## config.mk

```make
export PLATFORM = sky130hd
export DESIGN_NAME = ccff_loader
export DESIGN_NICKNAME = d
export VERILOG_FILES = /design/src/rtl/ccff_loader.sv
export SDC_FILE = /design/constraint.sdc
export NUM_CORES = 1
export LEC_CHECK = 0
export BUFFER_PORTS_ARGS = -buffer_cell sky130_fd_sc_hd__clkbuf_2
export CAP_MARGIN = 20
export CELL_PAD_IN_SITES_DETAIL_PLACEMENT = 1
export CELL_PAD_IN_SITES_GLOBAL_PLACEMENT = 1
export CORE_UTILIZATION = 40
export CTS_BUF_LIST = sky130_fd_sc_hd__clkbuf_4 sky130_fd_sc_hd__clkbuf_8
export DETAILED_ROUTE_END_ITERATION = 10
export PLACE_DENSITY_LB_ADDON = 0.1
export SYNTH_ARGS = -nofsm -noshare
export SYNTH_HDL_FRONTEND = slang
export SYNTH_SLANG_ARGS = --single-unit
export TNS_END_PERCENT = 50
```

## constraint.sdc

```tcl
create_clock -name clk -period 2.6 [get_ports clk]
set_input_delay 0.26 -clock clk [delete_from_list [all_inputs] [get_ports clk]]
set_output_delay 0.26 -clock clk [all_outputs]
set_load 0.02 [all_outputs]
```

## src/rtl/ccff_loader.sv

```systemverilog
// ccff_loader: configuration-chain bitstream loader.
// Streams bytes MSB-first onto ccff_head with a generated prog_clk.
module ccff_loader #(
   parameter int CHAIN_LEN = 1024,
   parameter int DIV       = 4,
   parameter int CNT_W     = 16
) (
   input  logic             clk,
   input  logic             reset_n,
   input  logic             start,
   input  logic [7:0]       din,
   input  logic             din_valid,
   output logic             din_ready,
   output logic             pReset,
   output logic             prog_clk,
   output logic             ccff_head,
   input  logic             ccff_tail,
   output logic             busy,
   output logic             done,
   output logic [CNT_W-1:0] tail_ones
);

   typedef enum logic [2:0] {
      IDLE,
      PRESET,
      FETCH,
      SHIFT_LO,
      SHIFT_HI
   } state_t;

   localparam int DW = $clog2(2 * DIV) + 1;
   localparam logic [DW-1:0]    PRE_END  = DW'(2 * DIV - 1);
   localparam logic [DW-1:0]    PH_END   = DW'(DIV - 1);
   localparam logic [CNT_W-1:0] LAST_BIT = CNT_W'(CHAIN_LEN - 1);
   localparam logic [CNT_W-1:0] SAT      = {CNT_W{1'b1}};

   state_t           state_q, state_d;
   logic [DW-1:0]    div_q, div_d;
   logic [2:0]       idx_q, idx_d;
   logic [CNT_W-1:0] cnt_q, cnt_d;
   logic [7:0]       sreg_q, sreg_d;
   logic             rdy_q, rdy_d;
   logic             prst_q, prst_d;
   logic             pclk_q, pclk_d;
   logic             head_q, head_d;
   logic             busy_q, busy_d;
   logic             done_q, done_d;
   logic [CNT_W-1:0] tail_q, tail_d;

   // State and registered outputs; reset drops every output at once.
   always_ff @(posedge clk or negedge reset_n) begin
      if (!reset_n) begin
         state_q <= IDLE;
         div_q   <= '0;
         idx_q   <= '0;
         cnt_q   <= '0;
         sreg_q  <= '0;
         rdy_q   <= 1'b0;
         prst_q  <= 1'b0;
         pclk_q  <= 1'b0;
         head_q  <= 1'b0;
         busy_q  <= 1'b0;
         done_q  <= 1'b0;
         tail_q  <= '0;
      end else begin
         state_q <= state_d;
         div_q   <= div_d;
         idx_q   <= idx_d;
         cnt_q   <= cnt_d;
         sreg_q  <= sreg_d;
         rdy_q   <= rdy_d;
         prst_q  <= prst_d;
         pclk_q  <= pclk_d;
         head_q  <= head_d;
         busy_q  <= busy_d;
         done_q  <= done_d;
         tail_q  <= tail_d;
      end
   end

   // Next state and next output values; head only moves as prog_clk falls.
   always_comb begin
      state_d = state_q;
      div_d   = div_q;
      idx_d   = idx_q;
      cnt_d   = cnt_q;
      sreg_d  = sreg_q;
      rdy_d   = rdy_q;
      prst_d  = prst_q;
      pclk_d  = pclk_q;
      head_d  = head_q;
      busy_d  = busy_q;
      done_d  = done_q;
      tail_d  = tail_q;
      unique case (state_q)
         IDLE: begin
            if (start) begin
               state_d = PRESET;
               div_d   = '0;
               cnt_d   = '0;
               tail_d  = '0;
               done_d  = 1'b0;
               busy_d  = 1'b1;
               prst_d  = 1'b1;
            end
         end
         PRESET: begin
            if (div_q == PRE_END) begin
               state_d = FETCH;
               div_d   = '0;
               prst_d  = 1'b0;
               rdy_d   = 1'b1;
            end else begin
               div_d = div_q + 1'b1;
            end
         end
         FETCH: begin
            if (din_valid && rdy_q) begin
               state_d = SHIFT_LO;
               div_d   = '0;
               sreg_d  = din;
               idx_d   = 3'd7;
               head_d  = din[7];
               rdy_d   = 1'b0;
            end
         end
         SHIFT_LO: begin
            if (div_q == PH_END) begin
               state_d = SHIFT_HI;
               div_d   = '0;
               pclk_d  = 1'b1;
            end else begin
               div_d = div_q + 1'b1;
            end
         end
         SHIFT_HI: begin
            if (div_q == '0 && ccff_tail && tail_q != SAT)
               tail_d = tail_q + 1'b1;
            if (div_q == PH_END) begin
               div_d  = '0;
               pclk_d = 1'b0;
               cnt_d  = cnt_q + 1'b1;
               if (cnt_q == LAST_BIT) begin
                  state_d = IDLE;
                  done_d  = 1'b1;
                  busy_d  = 1'b0;
               end else if (idx_q == 3'd0) begin
                  state_d = FETCH;
                  rdy_d   = 1'b1;
               end else begin
                  state_d = SHIFT_LO;
                  idx_d   = idx_q - 3'd1;
                  head_d  = sreg_q[idx_q - 3'd1];
               end
            end else begin
               div_d = div_q + 1'b1;
            end
         end
         default: state_d = IDLE;
      endcase
   end

   assign din_ready = rdy_q;
   assign pReset    = prst_q;
   assign prog_clk  = pclk_q;
   assign ccff_head = head_q;
   assign busy      = busy_q;
   assign done      = done_q;
   assign tail_ones = tail_q;

endmodule

```

==> run_results.csv, run 1 <==
group,metric,value,unit
synthesis,syn_area,3100,um^2
worst_setup_path,critical_path.startpoint,"cnt_q[11]$_DFFE_PN0P_",
grt,grt_pass1_wl,12.9,mm
floorplan,die_w,90.1,um
floorplan,die_h,90.1,um
floorplan,ios,35,
timing,setup_viol,0,
clock_tree,cts.sinks,56,
pwr,p_per_area,747,nW/um^2
synthesis,synth_xor_area_frac,0.0423,
run_status,status,"complete, no violations",
worst_setup_path,criticalPathCategory,"reg -> reg",
synthesis,syn_avg_cell_area,9.82,um^2
place,hpwlAfterDp,5.20,mm
worst_setup_path,slowest_delay,0.55,ns
synthesis,synth_seq_cells,56,
worst_setup_path,reg2reg_slack,0.33,ns
floorplan,row_count,31,
worst_setup_path,end_kind,"flip-flop",
clock_tree,clk_latency,0.31,ns
final_layout,drive_above_1_share,0.223,
pwr,combPwrFrac,0.360,
detailed_routing,drt_pass1_iterations,4,
synthesis,ys_seq_area_frac,0.452,
synthesis,ys_top_cells_by_area,"dfrtp_1, o21ai_0, nor2_1",
final_layout,diodes,0,
timing,min_period,2.27,ns
detailed_routing,drt-total-wl,7.21,mm
worst_setup_path,cpMaxStageDelayCell,"or4_1",
timing,slew-limit-headroom,0.445,
synthesis,yosysTopAreaCell,"dfrtp_1",
synthesis,synth_edf_count,0,
flow_run,max-cap-violations,0,
detailed_routing,route.detailed.wl_per_inst,15.8,um
grt,overflow,0,
synthesis,synth-simple-area-share,0.204,
worst_setup_path,required,2.80,ns
floorplan,die-area,8110,um^2
synthesis,synth_top_family_by_area,"simple AND/OR/NAND/NOR gates",
clock_tree,cts_max_level,2,
worst_setup_path,rr_worst_depth,5,
synthesis,synth-adder-area-share,0.0242,
synthesis,muxShareOfSynthArea,0.0714,
clock_tree,cts_resized,0,
pwr,switching_power,0.962,mW
worst_hold_path,hold_class,"in -> reg",
timing,finalMaxSlewViolations,0,
place,place_ws,0.330,ns
place,io_buffers,34,
synthesis,synth_compound_gate_area_share,0.164,
worst_setup_path,arrival,2.47,ns
synthesis,synth_ff_type,"dfrtp_1",
final_layout,synthToLayoutAreaGrowth,12.9,%
detailed_routing,ant_nets,0,
clock_tree,cts_root_buffer,"clkbuf_8",
worst_setup_path,r2r_end,"idx_q[1]$_DFFE_PN0P_",
clock_tree,cts_tree,"built",
timing,setup-tns-final,0,ns
synthesis,synth.top_cell.area_share,0.452,
timing,clock_skew,0.0102,ns
clock_tree,clk_pin_slew,0.10,ns
worst_setup_path,crit_fanout,6,
timing,setup_slack,0.331,ns
synthesis,synth_top_cells_by_count,"dfrtp_1, nor2_1, nand2_1, o21ai_0, a21oi_1",
detailed_routing,drt_iter0_drc,102,
pwr,switching_share,0.368,
pwr,peakVddDrop,0.316,mV
detailed_routing,viasPerCell,5.41,
synthesis,synthArstFlopShare,1.00,
floorplan,core_area,7370,um^2
worst_setup_path,crit_chain,"or4_1 -> or4_4 -> o211ai_4 -> a21oi_4 -> mux2_4",
worst_setup_path,start_kind,"flip-flop",
synthesis,ys_warn_count,0,
timing,tightest_slew,0.832,ns
synthesis,synthCells,316,
grt,grt.total_usage,0.194,
floorplan,start_util,0.421,
timing,max_freq,0.441,GHz
timing,finalHoldViolations,0,
grt,grt_max_degree,26,
worst_setup_path,r2r-start,"cnt_q[11]$_DFFE_PN0P_",
grt,grt_pass1_vias,2602,
timing,rsz0062_at_grt,"no",
final_layout,layout.cells.non_filler,457,
synthesis,synth_fp_nets,335,
synthesis,synth_cell_types,55,
detailed_routing,vias,2474,
synthesis,yosysMostFrequentCell,"dfrtp_1",
pwr,p_clk_frac,0.189,
pwr,power.internal,1.65,mW
pwr,seqPwrFrac,0.451,
pwr,p_leak,1.56,nW
place,placed_cells,448,
final_layout,fin_nets,376,
timing,period_share,0.873,
clock_tree,cts_buffer_depth,2,
clock_tree,numCtsBuffers,5,
detailed_routing,drc,0,
worst_setup_path,endpoint,"idx_q[1]$_DFFE_PN0P_",
grt,antenna_found_initial,0,
place,place.gp.congestion,0.801,
timing repair:
item	4_1_cts	5_1_grt
hold endpoints to repair	23	0
hold buffers	1	0
endpoints found under the setup margin	0	0
setup buffers	0	0
critical path, delay by kind of cell (launching register included):
| family | cells | cell delay, ns |
|---|---|---|
| AO/OA/AOI/OAI | 2 | 0.35 |
| multiplexers | 1 | 0.30 |
| AND/OR/NAND/NOR | 2 | 1.07 |
| flip-flops | 1 | 0.45 |
area by class of cell:
type,count,area (um^2)
well taps,99,124
inverters,12,45.0
multi-input cells,235,1570
flip-flops and latches,56,1400
clock inverters,2,16.3
clock buffers,6,76.3
fillers,866,3870
repair buffers,47,270
metrics by stage:
step | hold WS (ns) | util | power, mW | instance area, um^2
floorplan | -0.0356 | - | 1.89 | 3100
global placement | 0.326 | 0.461 | 2.12 | 3400
detailed placement | 0.332 | 0.461 | 2.15 | 3400
CTS | 0.166 | 0.475 | 2.65 | 3500
global route | 0.168 | 0.475 | 2.80 | 3500
finish | 0.172 | 0.475 | 2.62 | 3500
cell families after synthesis:
family / count (synthesis)
buffers and inverters: 25
flip-flops: 56
multiplexers: 17
XOR/XNOR: 15
AND/OR/NAND/NOR: 118
AO/OA/AOI/OAI: 79
adder cells (fa/ha/maj): 6
sequential cells by signal (all words and copies together), names as in the netlist, 3 cells and up:
| register | flops |
|---|---|
| cnt_q | 16 |
| tail_ones | 16 |
| div_q | 4 |
| sreg_q | 8 |
| state_q | 3 |
| idx_q | 3 |
cell usage in the layout, fill, tap and decap left out, types with 2 or more instances in the layout:
master,n
clkbuf_8,5
buf_4,12
dfrtp_1,56
nand2b_1,6
mux2i_1,3
a21oi_1,18
o21ai_0,25
ha_1,6
nor3b_1,3
nand3_1,9
nor2_1,29
xor2_1,4
o31ai_1,10
o22a_1,2
nand2_1,26
nor4_1,6
or3_1,3
o22ai_1,3
mux2_4,3
and3_1,4
mux4_2,2
a21o_1,2
xnor2_1,11
nor3_1,9
nor2b_1,2
inv_1,12
a31oi_1,7
mux2_2,9
o2bb2ai_1,2
nand4_1,6
or3b_2,3
clkbuf_2,34
routing by layer:
metal	vias up	track usage	wire length [um]
li1	1219	-	-
met1	1224	0.265	3480
met2	25	0.324	3530
met3	6	0.0271	142
met4	0	0.0484	66
met5	-	0	0
power by group through the flow:
stage / sequential, mW / combinational [mW] / clock [mW]
detailed placement: 1.20 / 0.950 / 0
global route: 1.21 / 1.04 / 0.545
CTS: 1.18 / 0.952 / 0.515
finish: 1.18 / 0.942 / 0.493
global placement: 1.20 / 0.924 / 0
floorplan: 1.15 / 0.737 / 0
worst min path at each step:
stage | cells after the start | start | to | slack [ns]
after floorplan | 0 | reset_n | busy$_DFFE_PN0P_ | -0.04
after global placement | 1 | reset_n | div_q[3]$_DFFE_PN0P_ | 0.33
after detailed placement | 1 | reset_n | div_q[1]$_DFFE_PN0P_ | 0.33
after CTS | 2 | din[5] | sreg_q[5]$_DFFE_PN0P_ | 0.17
after global routing | 2 | din[4] | sreg_q[4]$_DFFE_PN0P_ | 0.17
final | 2 | din[5] | sreg_q[5]$_DFFE_PN0P_ | 0.17
(Power assumes the default switching activity.)
==> run 2: changes to the inputs <==
--- a/constraint.sdc
+++ b/constraint.sdc
@@ -3,2 +3,2 @@
 set_output_delay 0.26 -clock clk [all_outputs]
-set_load 0.02 [all_outputs]
+set_load 0.1 [all_outputs]
==> run_results.csv, run 2 (synthesized netlist as in run 1, its figures left out) <==
group,metric,value,unit
floorplan,core_area,7370,um^2
pwr,p_leak,1.55,nW
detailed_routing,drt_pass1_iterations,5,
timing,min_period,2.24,ns
worst_setup_path,reg2reg_slack,0.36,ns
final_layout,final_common_cell,"dfrtp_1",
place,place.gp.congestion,0.818,
clock_tree,cts_max_level,2,
worst_setup_path,arrival,2.45,ns
final_layout,synthToLayoutAreaGrowth,12.7,%
timing,rsz0062_at_grt,"no",
pwr,combPwrFrac,0.393,
final_layout,fin_util,0.474,
grt,antenna_found_initial,0,
pwr,p_clk_frac,0.181,
clock_tree,cts_setup_buffers,0,
pwr,switching_power,1.12,mW
detailed_routing,drt_iter0_drc,93,
final_layout,diodes,0,
floorplan,die_w,90.1,um
place,hpwlAfterDp,5.08,mm
detailed_routing,route.detailed.wl_per_inst,15.6,um
worst_setup_path,start_kind,"flip-flop",
pwr,peakVddDrop,0.316,mV
floorplan,row_count,31,
flow_run,max-cap-violations,0,
final_layout,fin_nets,375,
worst_hold_path,hold_class,"in -> async",
grt,grt_max_degree,30,
timing,finalHoldViolations,0,
final_layout,layout_common_cells,"dfrtp_1, clkbuf_2, nor2_1, nand2_1, o21ai_0",
timing,max_freq,0.446,GHz
pwr,switching_share,0.406,
clock_tree,cts_tree,"built",
floorplan,die-area,8110,um^2
final_layout,drive_above_1_share,0.238,
worst_setup_path,criticalPathCategory,"reg -> reg",
detailed_routing,drt-total-wl,7.14,mm
pwr,power.internal,1.64,mW
worst_setup_path,required,2.81,ns
timing,period_share,0.863,
clock_tree,cts_resized,0,
floorplan,start_util,0.421,
clock_tree,cts_hold_buffers,0,
grt,grt_pass1_vias,2552,
timing,clock_skew,0.00879,ns
clock_tree,clk_pin_slew,0.11,ns
clock_tree,cts.sinks,56,
detailed_routing,ant_nets,0,
clock_tree,cts_buffer_depth,2,
timing,finalMaxSlewViolations,0,
detailed_routing,drc,0,
worst_setup_path,end_kind,"flip-flop",
timing,slew-limit-headroom,0.425,
detailed_routing,vias,2464,
worst_setup_path,crit_fanout,6,
grt,grt_pass1_wl,12.8,mm
pwr,p_per_area,791,nW/um^2
clock_tree,numCtsBuffers,5,
floorplan,die_h,90.1,um
place,io_buffers,34,
timing,hold_slack,0.0142,ns
grt,grt.total_usage,0.190,
clock_tree,cts_root_buffer,"clkbuf_8",
floorplan,ios,35,
clock_tree,clk_latency,0.31,ns
run_status,status,"complete, no violations",
detailed_routing,viasPerCell,5.40,
pwr,seqPwrFrac,0.426,
grt,overflow,0,
timing,setup_viol,0,
timing,tightest_slew,0.863,ns
timing,setup-tns-final,0,ns
==> run 2: changes by cell type in the layout (fill, tap and decap cells not counted) <==
cell / previous run / this run
dfrtp_1: 56 / 51
dfrtp_2: 0 / 5
clkbuf_4: 1 / 0
clkinv_2: 0 / 1
clkinv_4: 1 / 0
dlygate4sd3_1: 1 / 0
inv_6: 0 / 1
==> run 2: layer usage <==
metal | vias up | GRT usage | part of all wire
met5 | - | 0 | 0
met4 | 0 | 0.0430 | 0.0078
met3 | 4 | 0.0321 | 0.019
met2 | 24 | 0.309 | 0.47
met1 | 1220 | 0.265 | 0.50
li1 | 1216 | - | -
==> run 2: power groups by stage <==
stage	logic [mW]	registers, mW	clock network, mW
after floorplan	0.738	1.30	0
after global placement	1.08	1.19	0
after detailed placement	1.09	1.20	0
after CTS	1.10	1.18	0.527
after global routing	1.19	1.21	0.553
final	1.09	1.18	0.499
==> run 2: final cells by class <==
| type | instances | area (um^2) |
|---|---|---|
| fillers | 873 | 3870 |
| repair buffers | 46 | 260 |
| clock buffers | 5 | 68.8 |
| clock inverters | 3 | 21.3 |
| flip-flops and latches | 56 | 1410 |
| inverters | 12 | 45.0 |
| well taps | 99 | 124 |
| multi-input cells | 235 | 1570 |
==> run 2: per-stage QoR <==
step	total power [mW]	worst slack, ns	area, um^2	cells
final	2.77	0.356	3500	456
after global placement	2.27	0.392	3410	448
after floorplan	2.04	0.0107	3110	316
after CTS	2.80	0.356	3500	456
after global routing	2.95	0.154	3500	456
after detailed placement	2.29	0.376	3410	448
==> run 2: critical path, cell delays in order (launching register included) <==
cell and delay [ns]:
dfrtp_1 0.45, or4_1 0.53, or4_4 0.51, nor2_1 0.30
a21oi_1 0.13, a22o_1 0.21
==> run 2: worst paths after layout <==
check	startpoint	end	cells past startpoint
max	cnt_q[11]$_DFFE_PN0P_	din_ready$_DFFE_PN0P_	5
min	reset_n	tail_ones[5]$_DFFE_PN0P_	1
max reg2reg	cnt_q[11]$_DFFE_PN0P_	din_ready$_DFFE_PN0P_	5
min reg2reg	tail_ones[14]$_DFFE_PN0P_	tail_ones[14]$_DFFE_PN0P_	1
max in group asynchronous	reset_n	busy$_DFFE_PN0P_	2
min in group clk	din[5]	sreg_q[5]$_DFFE_PN0P_	2
==> run 3: changes to the inputs <==
Settings changed: ABC_AREA from default to 1.
==> run_results.csv, run 3 <==
group,metric,value,unit
run_status,status,"complete, no violations",
clock_tree,cts_buffer_depth,2,
place,hpwlAfterDp,7.06,mm
floorplan,ios,35,
final_layout,fin_nets,549,
worst_setup_path,criticalPathCategory,"reg -> reg",
synthesis,synthCells,497,
worst_hold_path,hold_class,"in -> async",
clock_tree,cts_root_buffer,"clkbuf_8",
final_layout,final_area,3910,um^2
pwr,power.internal,1.91,mW
final_layout,fin_util,0.468,
grt,antenna_found_initial,0,
pwr,seqPwrFrac,0.343,
pwr,p_clk_frac,0.228,
pwr,p_per_area,882,nW/um^2
synthesis,yosysMostFrequentCell,"nand2_1",
synthesis,synth_edf_count,0,
synthesis,syn_avg_cell_area,7.05,um^2
timing,tightest_slew,0.750,ns
synthesis,ys_warn_count,0,
clock_tree,cts.sinks,56,
worst_setup_path,crit_fanout,27,
detailed_routing,drt-total-wl,9.60,mm
clock_tree,cts_tree,"built",
clock_tree,cts_resized,0,
detailed_routing,ant_nets,0,
detailed_routing,vias,3305,
clock_tree,clk_pin_slew,0.11,ns
timing,setup_slack,0.582,ns
pwr,combPwrFrac,0.429,
worst_setup_path,end_kind,"flip-flop",
detailed_routing,drt_iter0_drc,65,
pwr,switching_share,0.446,
worst_setup_path,start_kind,"flip-flop",
detailed_routing,viasPerCell,5.20,
clock_tree,cts_hold_buffers,0,
timing,period_share,0.776,
clock_tree,cts_setup_buffers,0,
worst_setup_path,arrival,2.24,ns
synthesis,synth_top_cells_by_count,"nand2_1, nor2_1, dfrtp_1, inv_1, nand3_1",
synthesis,synth_fp_nets,516,
clock_tree,cts_max_level,2,
place,io_buffers,34,
final_layout,layout.cells.non_filler,636,
floorplan,die_h,95.6,um
floorplan,start_util,0.420,
synthesis,yosysTopAreaCell,"dfrtp_1",
synthesis,synth_seq_cells,56,
detailed_routing,drt_pass1_iterations,4,
timing,setup_viol,0,
pwr,peakVddDrop,0.307,mV
place,place.gp.congestion,0.838,
place,placed_cells,628,
final_layout,drive_above_1_share,0.139,
clock_tree,numCtsBuffers,5,
final_layout,final_common_cell,"nand2_1",
grt,grt_pass1_vias,3421,
detailed_routing,route.detailed.wl_per_inst,15.1,um
synthesis,ys_top_cells_by_area,"dfrtp_1, nand2_1, nor2_1",
place,dpl_cell_area,3750,um^2
timing,setup-tns-final,0,ns
worst_setup_path,required,2.82,ns
synthesis,synth.top_cell.area_share,0.400,
pwr,p_leak,1.93,nW
timing,max_freq,0.495,GHz
grt,grt_max_degree,57,
pwr,switching_power,1.54,mW
timing,clock_skew,0.0102,ns
timing,rsz0062_at_grt,"no",
floorplan,core_area,8340,um^2
flow_run,max-cap-violations,0,
clock_tree,clk_latency,0.32,ns
synthesis,syn_area,3500,um^2
timing,slew-limit-headroom,0.500,
synthesis,synthArstFlopShare,1.00,
final_layout,layout_common_cells,"nand2_1, nor2_1, dfrtp_1, inv_1, nand3_1",
final_layout,synthToLayoutAreaGrowth,11.6,%
floorplan,row_count,33,
synthesis,synth_cell_types,35,
detailed_routing,drc,0,
timing,min_period,2.02,ns
floorplan,die-area,9130,um^2
floorplan,die_w,95.6,um
timing,finalHoldViolations,0,
synthesis,synth_ff_type,"dfrtp_1",
timing,finalMaxSlewViolations,0,
place,place_ws,0.594,ns
final_layout,diodes,0,
grt,grt_pass1_wl,16.2,mm
grt,grt.total_usage,0.228,
synthesis,ys_seq_area_frac,0.400,
grt,overflow,0,
## run 3: cell types whose count changed after synthesis, sizes merged, moves of 6 or more
cell,before,now
nand2,26,166
nor2,29,75
inv,12,54
nand3,9,47
nand4,6,17
o31ai,10,0
xnor2,11,1
mux2,12,3
clkbuf,8,1
nand2b,6,0
nor4,6,0
o21ai,25,19
## run 3: area by class of cell
class | count | area, um^2
Timing Repair Buffer | 36 | 185
Tap cell | 105 | 131
Multi-Input combinational cell | 377 | 1830
Clock buffer | 5 | 68.8
Clock inverter | 3 | 90.1
Sequential cell | 56 | 1400
Inverter | 54 | 203
Fill cell | 1153 | 4430
## run 3: path summary, 6_finish.rpt
path / to / startpoint / depth (start not counted) / slack (ns)
setup / recovery: ccff_head$_DFFE_PN0P_ / state_q[1]$_DFFE_PN0P_ / 8 / 0.58
hold / removal: tail_ones[10]$_DFFE_PN0P_ / reset_n / 2 / 0.07
setup reg to reg: ccff_head$_DFFE_PN0P_ / state_q[1]$_DFFE_PN0P_ / 8 / 0.58
hold reg to reg: done$_DFFE_PN0P_ / done$_DFFE_PN0P_ / 2 / 0.49
max in group asynchronous: cnt_q[10]$_DFFE_PN0P_ / reset_n / 2 / 2.02
min in group clk: sreg_q[1]$_DFFE_PN0P_ / din[1] / 2 / 0.17
## run 3: layer usage
metal	vias up	wire, um	GRT usage
li1	1663	-	-
met1	1604	4300	0.270
met2	30	5040	0.431
met3	8	145	0.0295
met4	0	111	0.0535
met5	-	0	0
## run 3: cells by family (layout without fill, tap and decap cells)
| kind of cell | after synthesis | count (layout) | synth area share |
|---|---|---|---|
| xor gates and xnor gates | 4 | 4 | 0.0100 |
| DFF | 56 | 56 | 0.400 |
| adders and majority gates | 6 | 6 | 0.0214 |
| and+or+nand+nor | 320 | 320 | 0.409 |
| muxes | 3 | 3 | 0.00965 |
| AOI/OAI and AO/OA | 44 | 44 | 0.0718 |
| buffers and inverters | 64 | 98 | 0.0779 |
## run 3: through the flow
| step | hold WS (ns) | power, mW |
|---|---|---|
| floorplan | -0.0356 | 2.35 |
| global placement | 0.452 | 2.62 |
| detailed placement | 0.459 | 2.68 |
| CTS | 0.0995 | 3.50 |
| global route | 0.161 | 3.70 |
| finish | 0.0671 | 3.45 |
## run 3: power groups by stage
stage | clock [mW] | sequential [mW] | combinational [mW]
2_1_floorplan | 0 | 1.44 | 0.910
3_3_place_gp | 0 | 1.19 | 1.43
3_5_place_dp | 0 | 1.20 | 1.48
4_1_cts | 0.816 | 1.19 | 1.50
5_1_grt | 0.843 | 1.21 | 1.65
6_report | 0.786 | 1.18 | 1.48
## run 3: critical path, cell delays in order (launching register included)
cell and delay [ns]:
dfrtp_1 0.47, nor2_4 0.25, nand2_4 0.18, inv_2 0.41
nand2_1 0.27, nand2_1 0.15, nor2_2 0.06, nand2_1 0.08
nand2_1 0.05
